`src/rtl/id_hazard_pkg.sv`:
```
// Shared types and constants for the ID-stage hazard controller:
// FSM state encoding, stall-depth codes and the hard-wired zero register.
package id_hazard_pkg;

  typedef enum logic {
    RUN  = 1'b0,
    HOLD = 1'b1
  } state_e;

  typedef logic [1:0] depth_t;

  localparam depth_t DEPTH_NONE = 2'd0;
  localparam depth_t DEPTH_ONE  = 2'd1;
  localparam depth_t DEPTH_TWO  = 2'd2;

  localparam logic [4:0] ZERO_REG = 5'd0;

  function automatic depth_t depth_max(input depth_t a, input depth_t b);
    return (a > b) ? a : b;
  endfunction

endpackage

```
`src/rtl/id_hazard_detect.sv`:
```
// Combinational stall-depth classifier for the instruction in ID, based on
// the producers sitting in EX and MEM and whether ID resolves a branch.
module id_hazard_detect
  import id_hazard_pkg::*;
(
  input  logic [4:0] rs_i,
  input  logic [4:0] rt_i,
  input  logic       use_rs_i,
  input  logic       use_rt_i,
  input  logic       branch_i,
  input  logic [4:0] ex_rd_i,
  input  logic       ex_regwrite_i,
  input  logic       ex_memread_i,
  input  logic [4:0] mem_rd_i,
  input  logic       mem_regwrite_i,
  input  logic       mem_memread_i,
  output logic [1:0] depth_o
);

  logic   ex_valid, mem_valid;
  logic   ex_rs, ex_rt, mem_rs, mem_rt;
  depth_t rs_depth, rt_depth, ex_rs_depth, mem_rs_depth;

  always_comb begin
    ex_valid  = ex_regwrite_i && (ex_rd_i != ZERO_REG);
    mem_valid = mem_regwrite_i && (mem_rd_i != ZERO_REG);
    ex_rs     = ex_valid && use_rs_i && (ex_rd_i == rs_i);
    ex_rt     = ex_valid && use_rt_i && (ex_rd_i == rt_i);
    mem_rs    = mem_valid && use_rs_i && (mem_rd_i == rs_i);
    mem_rt    = mem_valid && use_rt_i && (mem_rd_i == rt_i);

    ex_rs_depth  = DEPTH_NONE;
    mem_rs_depth = DEPTH_NONE;
    rs_depth     = DEPTH_NONE;
    rt_depth     = DEPTH_NONE;

    if (branch_i) begin
      // Rs reaches the comparator from EX/MEM and MEM/WB; Rt only from MEM/WB.
      if (ex_rs) ex_rs_depth = ex_memread_i ? DEPTH_TWO : DEPTH_ONE;
      if (mem_rs && mem_memread_i) mem_rs_depth = DEPTH_ONE;
      rs_depth = depth_max(ex_rs_depth, mem_rs_depth);
      if (ex_rt) rt_depth = DEPTH_TWO;
      else if (mem_rt) rt_depth = DEPTH_ONE;
    end else begin
      if (ex_memread_i && (ex_rs || ex_rt)) rs_depth = DEPTH_ONE;
    end

    depth_o = depth_max(rs_depth, rt_depth);
  end

endmodule

```
`src/rtl/id_hazard_ctrl.sv`:
```
// ID-stage hazard controller: RUN/HOLD stall FSM, pipeline enables and a
// saturating stall counter. Define ID_HAZARD_DELAY_SLOT_EN to never flush IF.
module id_hazard_ctrl
  import id_hazard_pkg::*;
(
  input  logic        clk,
  input  logic        reset,
  input  logic [4:0]  ID_Rs,
  input  logic [4:0]  ID_Rt,
  input  logic        ID_UseRs,
  input  logic        ID_UseRt,
  input  logic        ID_Branch,
  input  logic        ID_Taken,
  input  logic [4:0]  EX_Rd,
  input  logic [4:0]  MEM_Rd,
  input  logic        EX_RegWrite,
  input  logic        EX_MemRead,
  input  logic        MEM_RegWrite,
  input  logic        MEM_MemRead,
  output logic        PC_Write,
  output logic        IF_ID_Write,
  output logic        IF_ID_Flush,
  output logic        ID_EX_Bubble,
  output logic [15:0] Stall_Cycles
);

  state_e      state_q, state_d;
  logic [15:0] stall_cnt_q, stall_cnt_d;
  logic [1:0]  depth;
  logic        stall;

  id_hazard_detect u_detect (
    .rs_i           (ID_Rs),
    .rt_i           (ID_Rt),
    .use_rs_i       (ID_UseRs),
    .use_rt_i       (ID_UseRt),
    .branch_i       (ID_Branch),
    .ex_rd_i        (EX_Rd),
    .ex_regwrite_i  (EX_RegWrite),
    .ex_memread_i   (EX_MemRead),
    .mem_rd_i       (MEM_Rd),
    .mem_regwrite_i (MEM_RegWrite),
    .mem_memread_i  (MEM_MemRead),
    .depth_o        (depth)
  );

  always_comb begin
    state_d = state_q;
    stall   = 1'b0;
    case (state_q)
      RUN: begin
        stall   = (depth != DEPTH_NONE);
        state_d = (depth == DEPTH_TWO) ? HOLD : RUN;
      end
      HOLD: begin
        // Second cycle of a two-deep stall; detection is not consulted.
        stall   = 1'b1;
        state_d = RUN;
      end
      default: state_d = RUN;
    endcase
    if (reset) stall = 1'b0;

    stall_cnt_d = stall_cnt_q;
    if (stall && (stall_cnt_q != 16'hFFFF)) stall_cnt_d = stall_cnt_q + 16'd1;

    PC_Write     = ~stall;
    IF_ID_Write  = ~stall;
    ID_EX_Bubble = stall;
`ifdef ID_HAZARD_DELAY_SLOT_EN
    IF_ID_Flush  = 1'b0;
`else
    IF_ID_Flush  = ID_Taken && !stall && !reset;
`endif
  end

  always_ff @(posedge clk) begin
    if (reset) begin
      state_q     <= RUN;
      stall_cnt_q <= 16'd0;
    end else begin
      state_q     <= state_d;
      stall_cnt_q <= stall_cnt_d;
    end
  end

  assign Stall_Cycles = stall_cnt_q;

endmodule

```
`config.mk`:
```
export PLATFORM = sky130hd
export DESIGN_NAME = id_hazard_ctrl
export DESIGN_NICKNAME = d
export VERILOG_FILES = /design/src/rtl/id_hazard_pkg.sv /design/src/rtl/id_hazard_detect.sv /design/src/rtl/id_hazard_ctrl.sv
export SDC_FILE = /design/constraint.sdc
export NUM_CORES = 1
export LEC_CHECK = 0
export CORE_ASPECT_RATIO = 1.75
export CORE_MARGIN = 2
export CORE_UTILIZATION = 47
export CTS_CLUSTER_SIZE = 10
export DETAILED_ROUTE_END_ITERATION = 10
export HOLD_SLACK_MARGIN = 0.15
export PLACE_DENSITY = 0.83
export SKIP_LAST_GASP = 1
export SYNTH_ARGS = -nofsm -noshare
export SYNTH_HDL_FRONTEND = slang
export SYNTH_SLANG_ARGS = --single-unit
```
`constraint.sdc`:
```
create_clock -name clk -period 9.1 [get_ports clk]
set_clock_uncertainty 0.05 [all_clocks]
set_input_delay 0.91 -clock clk [delete_from_list [all_inputs] [get_ports clk]]
set_output_delay 0.91 -clock clk [all_outputs]
set_load 0.05 [all_outputs]
```
==> metrics.md, run 1 <==
| Metric | Value |
|---|---|
| Tightest Pin Transition | `853 ps` |
| Slowest-stage cell, CP | `clkdlybuf4s50_1` |
| Ys async rst share | `0%` |
| Cell area after synthesis | `0.00130 sq mm` |
| Worst Path Arrival | `5040 ps` |
| CTS tree | `built` |
| Grt ovf | `0` |
| Setup_tns | `0 ps` |
| Max-cap violations | `0` |
| Fmax | `167 MHz` |
| Total CTS buffers | `3` |
| Drt total wl | `3.48 mm` |
| RR Endpoint | `Stall_Cycles[15]$_SDFFE_PP0P_` |
| Fin crit period | `6000 ps` |
| Yosys warning count | `0` |
| Placed cell count | `232` |
| Hold_sp | `Stall_Cycles[5]$_SDFFE_PP0P_` |
| Crit path largest cell delay | `890 ps` |
| Hpwl dp | `2.94 mm` |
| Post-route DRC | `0` |
| Synth Register Bits | `17` |
| Initial Utilization | `48.8%` |
| Port bufs | `49` |
| Fill cells | `217` |
| Register area share after synthesis | `26.3%` |
| Worst hold path class | `reg -> reg` |
| Reg2Reg Depth | `8` |
| Crit Path Class | `in -> out` |
| Final period util | `65.9%` |
| DRT Pass-1 Iters | `4` |
| ANT nets after route | `0` |
| Clk buf depth | `2` |
| FF-to-FF setup slack | `6800 ps` |
| Vias in the first global route | `1,388` |
| # setup viols final | `0` |
| Hold path cells | `2` |
| CP most frequent cell | `a21oi_1` |
| # hold bufs at CTS | `0` |
| NumNets Final | `244` |
| Initial antenna violation count | `0` |
| Post-CTS Setup Inserts | `0` |
| LEAKAGE | `0.000604 uW` |
| I/O pin cnt | `50` |
| Worst path bufs/invs | `2` |
| Final std cells w/o fill | `236` |
| Avg Vias per Cell | `6.01` |
| Via count | `1,419` |
| Hold Fails Final Rpt | `0` |
| Cell count after synthesis | `163` |
| All-Layer GR Usage | `23.5%` |
| RSZ-0062 raised after global routing | `false` |
| RR Startpoint | `Stall_Cycles[4]$_SDFFE_PP0P_` |
| Worst skew pair latency | `250 ps` |
| Worst Hold Endpoint | `Stall_Cycles[5]$_SDFFE_PP0P_` |
| Power Density | `91.3 mW/mm^2` |
| Final slew viol count | `0` |
| Share of cells above drive strength 1 | `3.83%` |
| Reg clk slew, reported paths | `70 ps` |
| Core ar. | `0.00266 sq mm` |
| ANT cells | `0` |
| Library cells used by synthesis | `39` |
| Worst EP required | `8140 ps` |
| H-tree depth | `1` |
| Die height | `73.5 um` |
| Pin count of the biggest net entering global routing | `26` |
| Root Driver | `clkbuf_8` |
| Post-synth EDFFs | `0` |
| Post-Syn Area per Cell | `7.95 sq um` |
| Die area | `0.00321 sq mm` |
| Die W | `43.7 um` |
| Outcome | `finished, final reports clean` |
| Gp weighted congestion | `0.883` |
| Drt wl/cell | `14.7 um` |
| Post-synth net total | `197` |
| Max-Slew Margin vs Limit | `43.1%` |
| Clk sinks | `17` |
| CP startpoint kind | `input port` |
| First-pass GRT wire length | `5.78 mm` |
| CP max FO | `5` |
| CTS resizes | `0` |
| Ys flop type | `dfxtp_1` |
| DRT iter0 DRCs | `24` |
| Peak VDD IR | `61.1 uV` |
| Critical path cell sequence | `clkdlybuf4s50_1 > xnor2_1 > nand4_1 > nor3_1 > mux2i_1 > a21oi_1 > ha_1 > nor2_1 > nor2_1 > a21oi_1 > nand2_1 > o311a_1 > a21oi_1 > clkdlybuf4s50_1` |
| FP Rows | `25` |
| Kind of cell adding the most delay to the critical path | `buffers and inverters` |
| Layout overhead on the synthesized area | `40.7%` |
| Crit end category | `output port` |
==> report_power, final <==
part           leakage [uW]  total (uW)  switching [uW]  internal (uW)
logic              0.000442        34.7            15.3           19.3
clock network     0.0000255        57.0            26.6           30.4
registers          0.000137        74.8           0.296           74.5
==> state kept, by name (all words and copies together), names as in the netlist <==
register	flops
Stall_Cycles	16
state_q	1
==> worst register-to-register path: stages (launching register included) <==
cell,delay (ps)
dfxtp_1,350
and4_1,240
and3_1,230
nand3_1,210
nor2_1,80
nand3_1,130
o21ai_2,250
or4_1,540
a21oi_1,150
==> placed cells by master (no fill, tap or decap) <==
| master | Yosys | final |
|---|---|---|
| a21oi_1 | 16 | 16 |
| a311oi_1 | 1 | 1 |
| and2_1 | 1 | 1 |
| and3_1 | 5 | 5 |
| and3b_1 | 1 | 1 |
| and4_1 | 1 | 1 |
| clkbuf_8 | 0 | 3 |
| clkdlybuf4s50_1 | 0 | 49 |
| clkinv_2 | 0 | 1 |
| dfxtp_1 | 17 | 17 |
| ha_1 | 4 | 4 |
| inv_1 | 5 | 5 |
| mux2i_1 | 2 | 2 |
| nand2_1 | 11 | 11 |
| nand3_1 | 12 | 12 |
| nand4_1 | 6 | 6 |
| nor2_1 | 7 | 7 |
| nor2b_1 | 4 | 4 |
| nor3_1 | 1 | 1 |
| nor3b_1 | 1 | 1 |
| nor4_1 | 1 | 1 |
| nor4b_1 | 1 | 1 |
| o211ai_1 | 1 | 1 |
| o21a_1 | 2 | 2 |
| o21ai_1 | 9 | 9 |
| o21ai_2 | 1 | 1 |
| o21ai_4 | 1 | 1 |
| o311a_1 | 1 | 1 |
| o311ai_2 | 1 | 1 |
| o31a_1 | 1 | 1 |
| o31ai_1 | 4 | 4 |
| or2_0 | 1 | 1 |
| or3_1 | 9 | 9 |
| or4_1 | 5 | 5 |
| or4_4 | 1 | 1 |
| or4b_1 | 1 | 1 |
| xnor2_1 | 16 | 16 |
| xor2_1 | 5 | 5 |
==> cells in the mapped netlist (2+ instances only) <==
cell type	n	area, sq um
o21ai_1	9	45.0
nand4_1	6	37.5
o31ai_1	4	30.0
nand2_1	11	41.3
a21oi_1	16	80.1
xnor2_1	16	140
buf_4	2	15.0
o21a_1	2	15.0
nor2_1	7	26.3
dfxtp_1	17	340
mux2i_1	2	20.0
nand3_1	12	60.1
xor2_1	5	43.8
or4_1	5	37.5
clkbuf_1	3	11.3
and3_1	5	31.3
ha_1	4	50.1
or3_1	9	56.3
nor2b_1	4	25.0
inv_1	5	18.8
==> layer usage <==
metal	global-route usage [%]	share of wire [%]
met1	21.5	33
met2	47.4	57
met3	2.95	5.5
met4	11.1	4.4
met5	0	0
==> cell type report <==
cell class	count	area (sq um)	area share (%)
tap	27	33.8	1.85
sequential	17	340	18.7
inverter	5	18.8	1.03
timing repair buffer	49	490	26.9
clock buffer	3	41.3	2.26
clock inverter	1	5.00	0.274
multi-input combinational	134	895	49.0
==> how the worst max path moves through the flow <==
stage	start	end	cells after the start
2_1_floorplan	EX_Rd[0]	PC_Write	12
5_1_grt	EX_Rd[0]	IF_ID_Flush	15
3_5_place_dp	EX_Rd[0]	IF_ID_Flush	15
6_report	EX_Rd[0]	ID_EX_Bubble	14
3_3_place_gp	EX_Rd[0]	IF_ID_Flush	13
4_1_cts	EX_Rd[0]	IF_ID_Flush	15
==> logic make-up after synthesis <==
logic type               share of synthesized area, %
AO/OA/AOI/OAI                                    19.0
XOR/XNOR                                         14.2
adder cells (fa/ha/maj)                          3.86
buffers and inverters                            4.73
flip-flops                                       26.3
multiplexers                                     1.54
AND/OR/NAND/NOR                                  30.4
==> through the flow <==
stage	area [sq um]	total power (uW)	setup slack, ps	hold slack [ps]	utilization (%)
2_1_floorplan	1300	91.4	3440	564	-
3_3_place_gp	1780	110	3310	421	66.9
3_5_place_dp	1780	111	3180	441	66.9
4_1_cts	1820	166	3150	450	68.6
5_1_grt	1820	172	2800	473	68.6
6_report	1820	167	3100	440	68.6
(Power assumes the default switching activity.)
==> run 2, diff against run 1 <==
--- a/config.mk
+++ b/config.mk
@@ -7,11 +7,11 @@
 export LEC_CHECK = 0
 export CORE_ASPECT_RATIO = 1.75
 export CORE_MARGIN = 2
-export CORE_UTILIZATION = 47
+export CORE_UTILIZATION = 44
 export CTS_CLUSTER_SIZE = 10
 export DETAILED_ROUTE_END_ITERATION = 10
 export HOLD_SLACK_MARGIN = 0.15
-export PLACE_DENSITY = 0.83
+export PLACE_DENSITY = 0.78
 export SKIP_LAST_GASP = 1
 export SYNTH_ARGS = -nofsm -noshare
 export SYNTH_HDL_FRONTEND = slang
==> constraint.sdc (replaced) <==
create_clock -name clk -period 5.6 [get_ports clk]
set_clock_uncertainty 0.05 [all_clocks]
set_input_delay 0.56 -clock clk [delete_from_list [all_inputs] [get_ports clk]]
set_output_delay 0.56 -clock clk [all_outputs]
set_load 0.05 [all_outputs]
==> run 2 against run 1 <==
Effect of this change: total power is 63% higher; clock power is 64% higher; register-to-register slack worse by 3500 ps; sequential power is 63% higher; die area is 6.3% higher; hold slack better by 9.1 ps; largest power group unchanged.
==> metrics.md, run 2 (synthesized netlist as in run 1, its figures left out) <==
| Metric | Value |
|---|---|
| Worst path bufs/invs | `2` |
| FP Rows | `26` |
| Setup_tns | `0 ps` |
| Core ar. | `0.00286 sq mm` |
| Slowest-stage cell, CP | `clkdlybuf4s50_1` |
| Hold WS | `449 ps` |
| Multi-input logic area | `895 sq um` |
| Gp weighted congestion | `0.902` |
| CTS resizes | `0` |
| Outcome | `finished, final reports clean` |
| CP startpoint kind | `input port` |
| Register Area | `340 sq um` |
| Root Driver | `clkbuf_8` |
| Critical path cell sequence | `clkdlybuf4s50_1 > xnor2_1 > nand4_1 > nor3_1 > mux2i_1 > a21oi_1 > ha_1 > nor2_1 > nor2_1 > a21oi_1 > o31a_1 > o311a_1 > nand2_1 > nor3b_1 > clkdlybuf4s50_1` |
| Fin crit period | `5220 ps` |
| Avg Vias per Cell | `6.04` |
| Clk buf depth | `2` |
| H-tree depth | `1` |
| Fmax | `192 MHz` |
| ANT nets after route | `0` |
| Clk sinks | `17` |
| Layout overhead on the synthesized area | `40.8%` |
| ANT cells | `0` |
| RSZ-0062 raised after global routing | `false` |
| Most common cell after layout, fill and taps aside | `clkdlybuf4s50_1` |
| Post-route DRC | `0` |
| Tightest Pin Transition | `884 ps` |
| Crit Path Class | `in -> out` |
| Final period util | `93.2%` |
| Pin count of the biggest net entering global routing | `26` |
| Largest register FFs | `16` |
| Worst skew pair latency | `260 ps` |
| Peak VDD IR | `91.1 uV` |
| Max-cap violations | `0` |
| Vias in the first global route | `1,461` |
| Worst hold path class | `reg -> reg` |
| Port bufs | `49` |
| Commonest cells after routing, fill and taps aside | `49 x clkdlybuf4s50_1, 17 x dfxtp_1, 16 x xnor2_1, 16 x a21oi_1, 12 x nand3_1` |
| Die height | `75.8 um` |
| I/O pin cnt | `50` |
| Worst Path Arrival | `4610 ps` |
| Grt ovf | `0` |
| Reg clk slew, reported paths | `70 ps` |
| # hold bufs at CTS | `0` |
| NumNets Final | `244` |
| Crit end category | `output port` |
| Max-Slew Margin vs Limit | `41.0%` |
| Hold Fails Final Rpt | `0` |
| All-Layer GR Usage | `23.1%` |
| Fill cells | `259` |
| Kind of cell adding the most delay to the critical path | `buffers and inverters` |
| Drt wl/cell | `15.2 um` |
| CP max FO | `5` |
| Die W | `45.0 um` |
| Hpwl dp | `3.01 mm` |
| CTS tree | `built` |
| First-pass GRT wire length | `5.89 mm` |
| Die area | `0.00341 sq mm` |
| Initial antenna violation count | `0` |
| Drt total wl | `3.61 mm` |
| Final slew viol count | `0` |
| Initial Utilization | `45.3%` |
| DRT Pass-1 Iters | `6` |
| Via count | `1,432` |
| DRT iter0 DRCs | `31` |
| Post-CTS Setup Inserts | `0` |
| Share of cells above drive strength 1 | `3.83%` |
| LEAKAGE | `0.000604 uW` |
| Crit path largest cell delay | `850 ps` |
| # setup viols final | `0` |
| Total CTS buffers | `3` |
| Worst EP required | `4990 ps` |
| Power Density | `149 mW/mm^2` |
==> run 2: cell counts in the layout (fill, tap and decap cells not counted) <==
No cell type changed its count.
==> run 2: through the flow <==
| step | power [uW] | setup WS, ps | instances | utilization, % | area [sq um] |
|---|---|---|---|---|---|
| after floorplan | 149 | 637 | 163 | - | 1300 |
| after global placement | 179 | 532 | 233 | 62.2 | 1780 |
| after detailed placement | 180 | 464 | 233 | 62.2 | 1780 |
| after CTS | 272 | 430 | 237 | 63.8 | 1830 |
| after global routing | 284 | 136 | 237 | 63.8 | 1830 |
| final | 271 | 383 | 237 | 63.8 | 1830 |
==> run 2: cell type report <==
class / count / share of cell area [%]
clock buffers: 3 / 2.26
clock inverters: 1 / 0.274
inverters: 5 / 1.03
multi-input cells: 134 / 49.0
flip-flops and latches: 17 / 18.6
well taps: 28 / 1.92
repair buffers: 49 / 26.9
==> run 2: worst paths after layout <==
| check | start | endpoint | cells after the start | slack (ps) |
|---|---|---|---|---|
| worst max register to register | Stall_Cycles[2]$_SDFFE_PP0P_ | Stall_Cycles[1]$_SDFFE_PP0P_ | 8 | 3290 |
| worst min register to register | Stall_Cycles[5]$_SDFFE_PP0P_ | Stall_Cycles[5]$_SDFFE_PP0P_ | 2 | 450 |
| worst min-delay path | Stall_Cycles[5]$_SDFFE_PP0P_ | Stall_Cycles[5]$_SDFFE_PP0P_ | 2 | 450 |
| worst max-delay path | EX_Rd[4] | IF_ID_Flush | 15 | 380 |
==> run 2: power by group <==
group	switching, uW	internal (uW)
Combinational	25.0	31.4
Clock	43.7	49.5
Sequential	0.481	121
Total	69.2	202
==> run 2: worst reg2reg max path, delay by kind of cell, from the launching register on <==
kind	cells	cell delay (ps)
AOI/OAI and AO/OA	1	360
DFF	1	430
muxes	1	260
and+or+nand+nor	6	1070
==> run 2: layer usage <==
metal	share of wire (%)	wire, um	vias up	track usage (%)
met4	3.7	133	0	13.7
met3	5.3	192	10	2.37
met2	59	2120	60	47.9
met5	0	0	-	0
met1	32	1160	664	19.2
li1	-	-	698	-
==> run 3, diff against run 2 <==
==> constraint.sdc (replaced) <==
create_clock -name clk -period 5.6 [get_ports clk]
set_clock_uncertainty 0.05 [all_clocks]
set_input_delay 0.56 -clock clk [delete_from_list [all_inputs] [get_ports clk]]
set_output_delay 0.56 -clock clk [all_outputs]
set_load 0.02 [all_outputs]
==> run 3 against run 2 <==
Effect of this change: clock-buffer cell count did not move; via count did not move; wire length increased by 1.6%; first-iteration DRC count shrank 35%; total power decreased by 0.17%; clock power increased by 1%; cell count unchanged; combinational power down 3%; critical path type unchanged.
==> metrics.md, run 3 (synthesized netlist as in run 1, its figures left out) <==
| Metric | Value |
|---|---|
| Outcome | `finished, final reports clean` |
| Crit path capture | `IF_ID_Flush` |
| Max-Slew Margin vs Limit | `39.2%` |
| Die height | `75.8 um` |
| Worst skew pair latency | `260 ps` |
| CP startpoint kind | `input port` |
| All-Layer GR Usage | `23.7%` |
| Vias in the first global route | `1,465` |
| Core ar. | `0.00286 sq mm` |
| # hold bufs at CTS | `0` |
| RR Endpoint | `Stall_Cycles[1]$_SDFFE_PP0P_` |
| Comb pwr share | `20.3%` |
| Root Driver | `clkbuf_8` |
| Worst EP required | `4990 ps` |
| ANT cells | `0` |
| Max-cap violations | `0` |
| CP max FO | `5` |
| Final period util | `88.7%` |
| Die W | `45.0 um` |
| Post-route DRC | `0` |
| Fraction of power spent switching nets | `25.4%` |
| I/O pin cnt | `50` |
| Total CTS buffers | `3` |
| Reg clk slew, reported paths | `60 ps` |
| Worst hold path class | `reg -> reg` |
| Drt wl/cell | `15.5 um` |
| Worst Path Arrival | `4360 ps` |
| Layout overhead on the synthesized area | `40.8%` |
| FP Rows | `26` |
| # setup viols final | `0` |
| Port bufs | `49` |
| Crit end category | `output port` |
| Grt ovf | `0` |
| Routed wl met3 | `179 um` |
| Drt total wl | `3.67 mm` |
| Power Density | `148 mW/mm^2` |
| CTS resizes | `0` |
| RR Startpoint | `Stall_Cycles[2]$_SDFFE_PP0P_` |
| Clk sinks | `17` |
| Gp weighted congestion | `0.902` |
| Pin count of the biggest net entering global routing | `26` |
| Setup_tns | `0 ps` |
| Most common cell after layout, fill and taps aside | `clkdlybuf4s50_1` |
| Post-CTS Setup Inserts | `0` |
| Sequential power share | `44.9%` |
| Met1 wire length | `1.16 mm` |
| Initial Utilization | `45.3%` |
| NumNets Final | `244` |
| Routed wl met2 | `2.16 mm` |
| Hold Fails Final Rpt | `0` |
| Fin crit period | `4970 ps` |
| Initial antenna violation count | `0` |
| Psw | `68.6 uW` |
| ANT nets after route | `0` |
| Avg Vias per Cell | `6.04` |
| Hpwl dp | `3.06 mm` |
| CTS tree | `built` |
| Clock network power share | `34.8%` |
| FF-to-FF setup slack | `3260 ps` |
| Clk buf depth | `2` |
| Commonest cells after routing, fill and taps aside | `49 x clkdlybuf4s50_1, 17 x dfxtp_1, 16 x xnor2_1, 16 x a21oi_1, 12 x nand3_1` |
| P_int | `202 uW` |
| RSZ-0062 raised after global routing | `false` |
| Via count | `1,432` |
| Crit Path Class | `in -> out` |
| Peak VDD IR | `81.8 uV` |
| Placed cell count | `233` |
| First-pass GRT wire length | `5.93 mm` |
| DRT iter0 DRCs | `20` |
| Final slew viol count | `0` |
| DRT Pass-1 Iters | `4` |
| LEAKAGE | `0.000604 uW` |
| Final std cells w/o fill | `237` |
| Largest register FFs | `16` |
| Die area | `0.00341 sq mm` |
| Critical path launch point | `EX_Rd[4]` |
| Max Used Layer | `met4` |
| Total chip power | `271 uW` |
| Fmax | `201 MHz` |
| Tightest Pin Transition | `912 ps` |
| Reg2Reg Depth | `8` |
| H-tree depth | `1` |
| Share of cells above drive strength 1 | `3.83%` |
[run 3: through the flow]
stage | hold slack (ps) | cell area (sq um) | setup WS [ps] | utilization, %
finish | 448 | 1830 | 634 | 63.8
global route | 479 | 1830 | 342 | 63.8
CTS | 445 | 1830 | 661 | 63.8
detailed placement | 435 | 1780 | 684 | 62.2
global placement | 419 | 1780 | 731 | 62.2
floorplan | 501 | 1300 | 1450 | -
[run 3: power groups by stage]
stage | combinational (uW) | clock [uW] | sequential, uW
floorplan | 22.8 | 0 | 124
global placement | 52.9 | 0 | 124
detailed placement | 54.8 | 0 | 124
CTS | 55.0 | 95.9 | 122
global route | 58.1 | 104 | 121
finish | 54.9 | 94.2 | 122
[run 3: how the worst min path moves through the flow]
stage / start / endpoint / slack [ps] / cells after the start
floorplan: Stall_Cycles[13]$_SDFFE_PP0P_ / Stall_Cycles[13]$_SDFFE_PP0P_ / 500 / 2
global placement: Stall_Cycles[5]$_SDFFE_PP0P_ / Stall_Cycles[5]$_SDFFE_PP0P_ / 420 / 2
detailed placement: Stall_Cycles[12]$_SDFFE_PP0P_ / Stall_Cycles[12]$_SDFFE_PP0P_ / 430 / 2
CTS: Stall_Cycles[12]$_SDFFE_PP0P_ / Stall_Cycles[12]$_SDFFE_PP0P_ / 440 / 2
global route: Stall_Cycles[12]$_SDFFE_PP0P_ / Stall_Cycles[12]$_SDFFE_PP0P_ / 480 / 2
finish: Stall_Cycles[12]$_SDFFE_PP0P_ / Stall_Cycles[12]$_SDFFE_PP0P_ / 450 / 2
[run 3: layout make-up]
class | count | area [sq um]
inverter | 5 | 18.8
clock buffer | 3 | 41.3
tap | 28 | 35.0
timing repair buffer | 49 | 490
sequential | 17 | 340
fill | 253 | 1040
clock inverter | 1 | 5.00
multi-input combinational | 134 | 895
[run 3: per-layer routing]
layer	vias up	global-route usage [%]
met2	57	47.9
li1	696	-
met4	0	17.3
met5	-	0
met1	666	19.3
met3	13	2.84
[run 3: critical path: stages]
cell	delay, ps
clkdlybuf4s50_1	510
xnor2_1	240
nand4_1	150
nor3_1	420
mux2i_1	330
a21oi_1	130
ha_1	220
nor2_1	100
nor2_1	50
a21oi_1	260
o31a_1	230
o311a_1	200
nand2_1	100
nor3b_1	210
clkdlybuf4s50_1	650
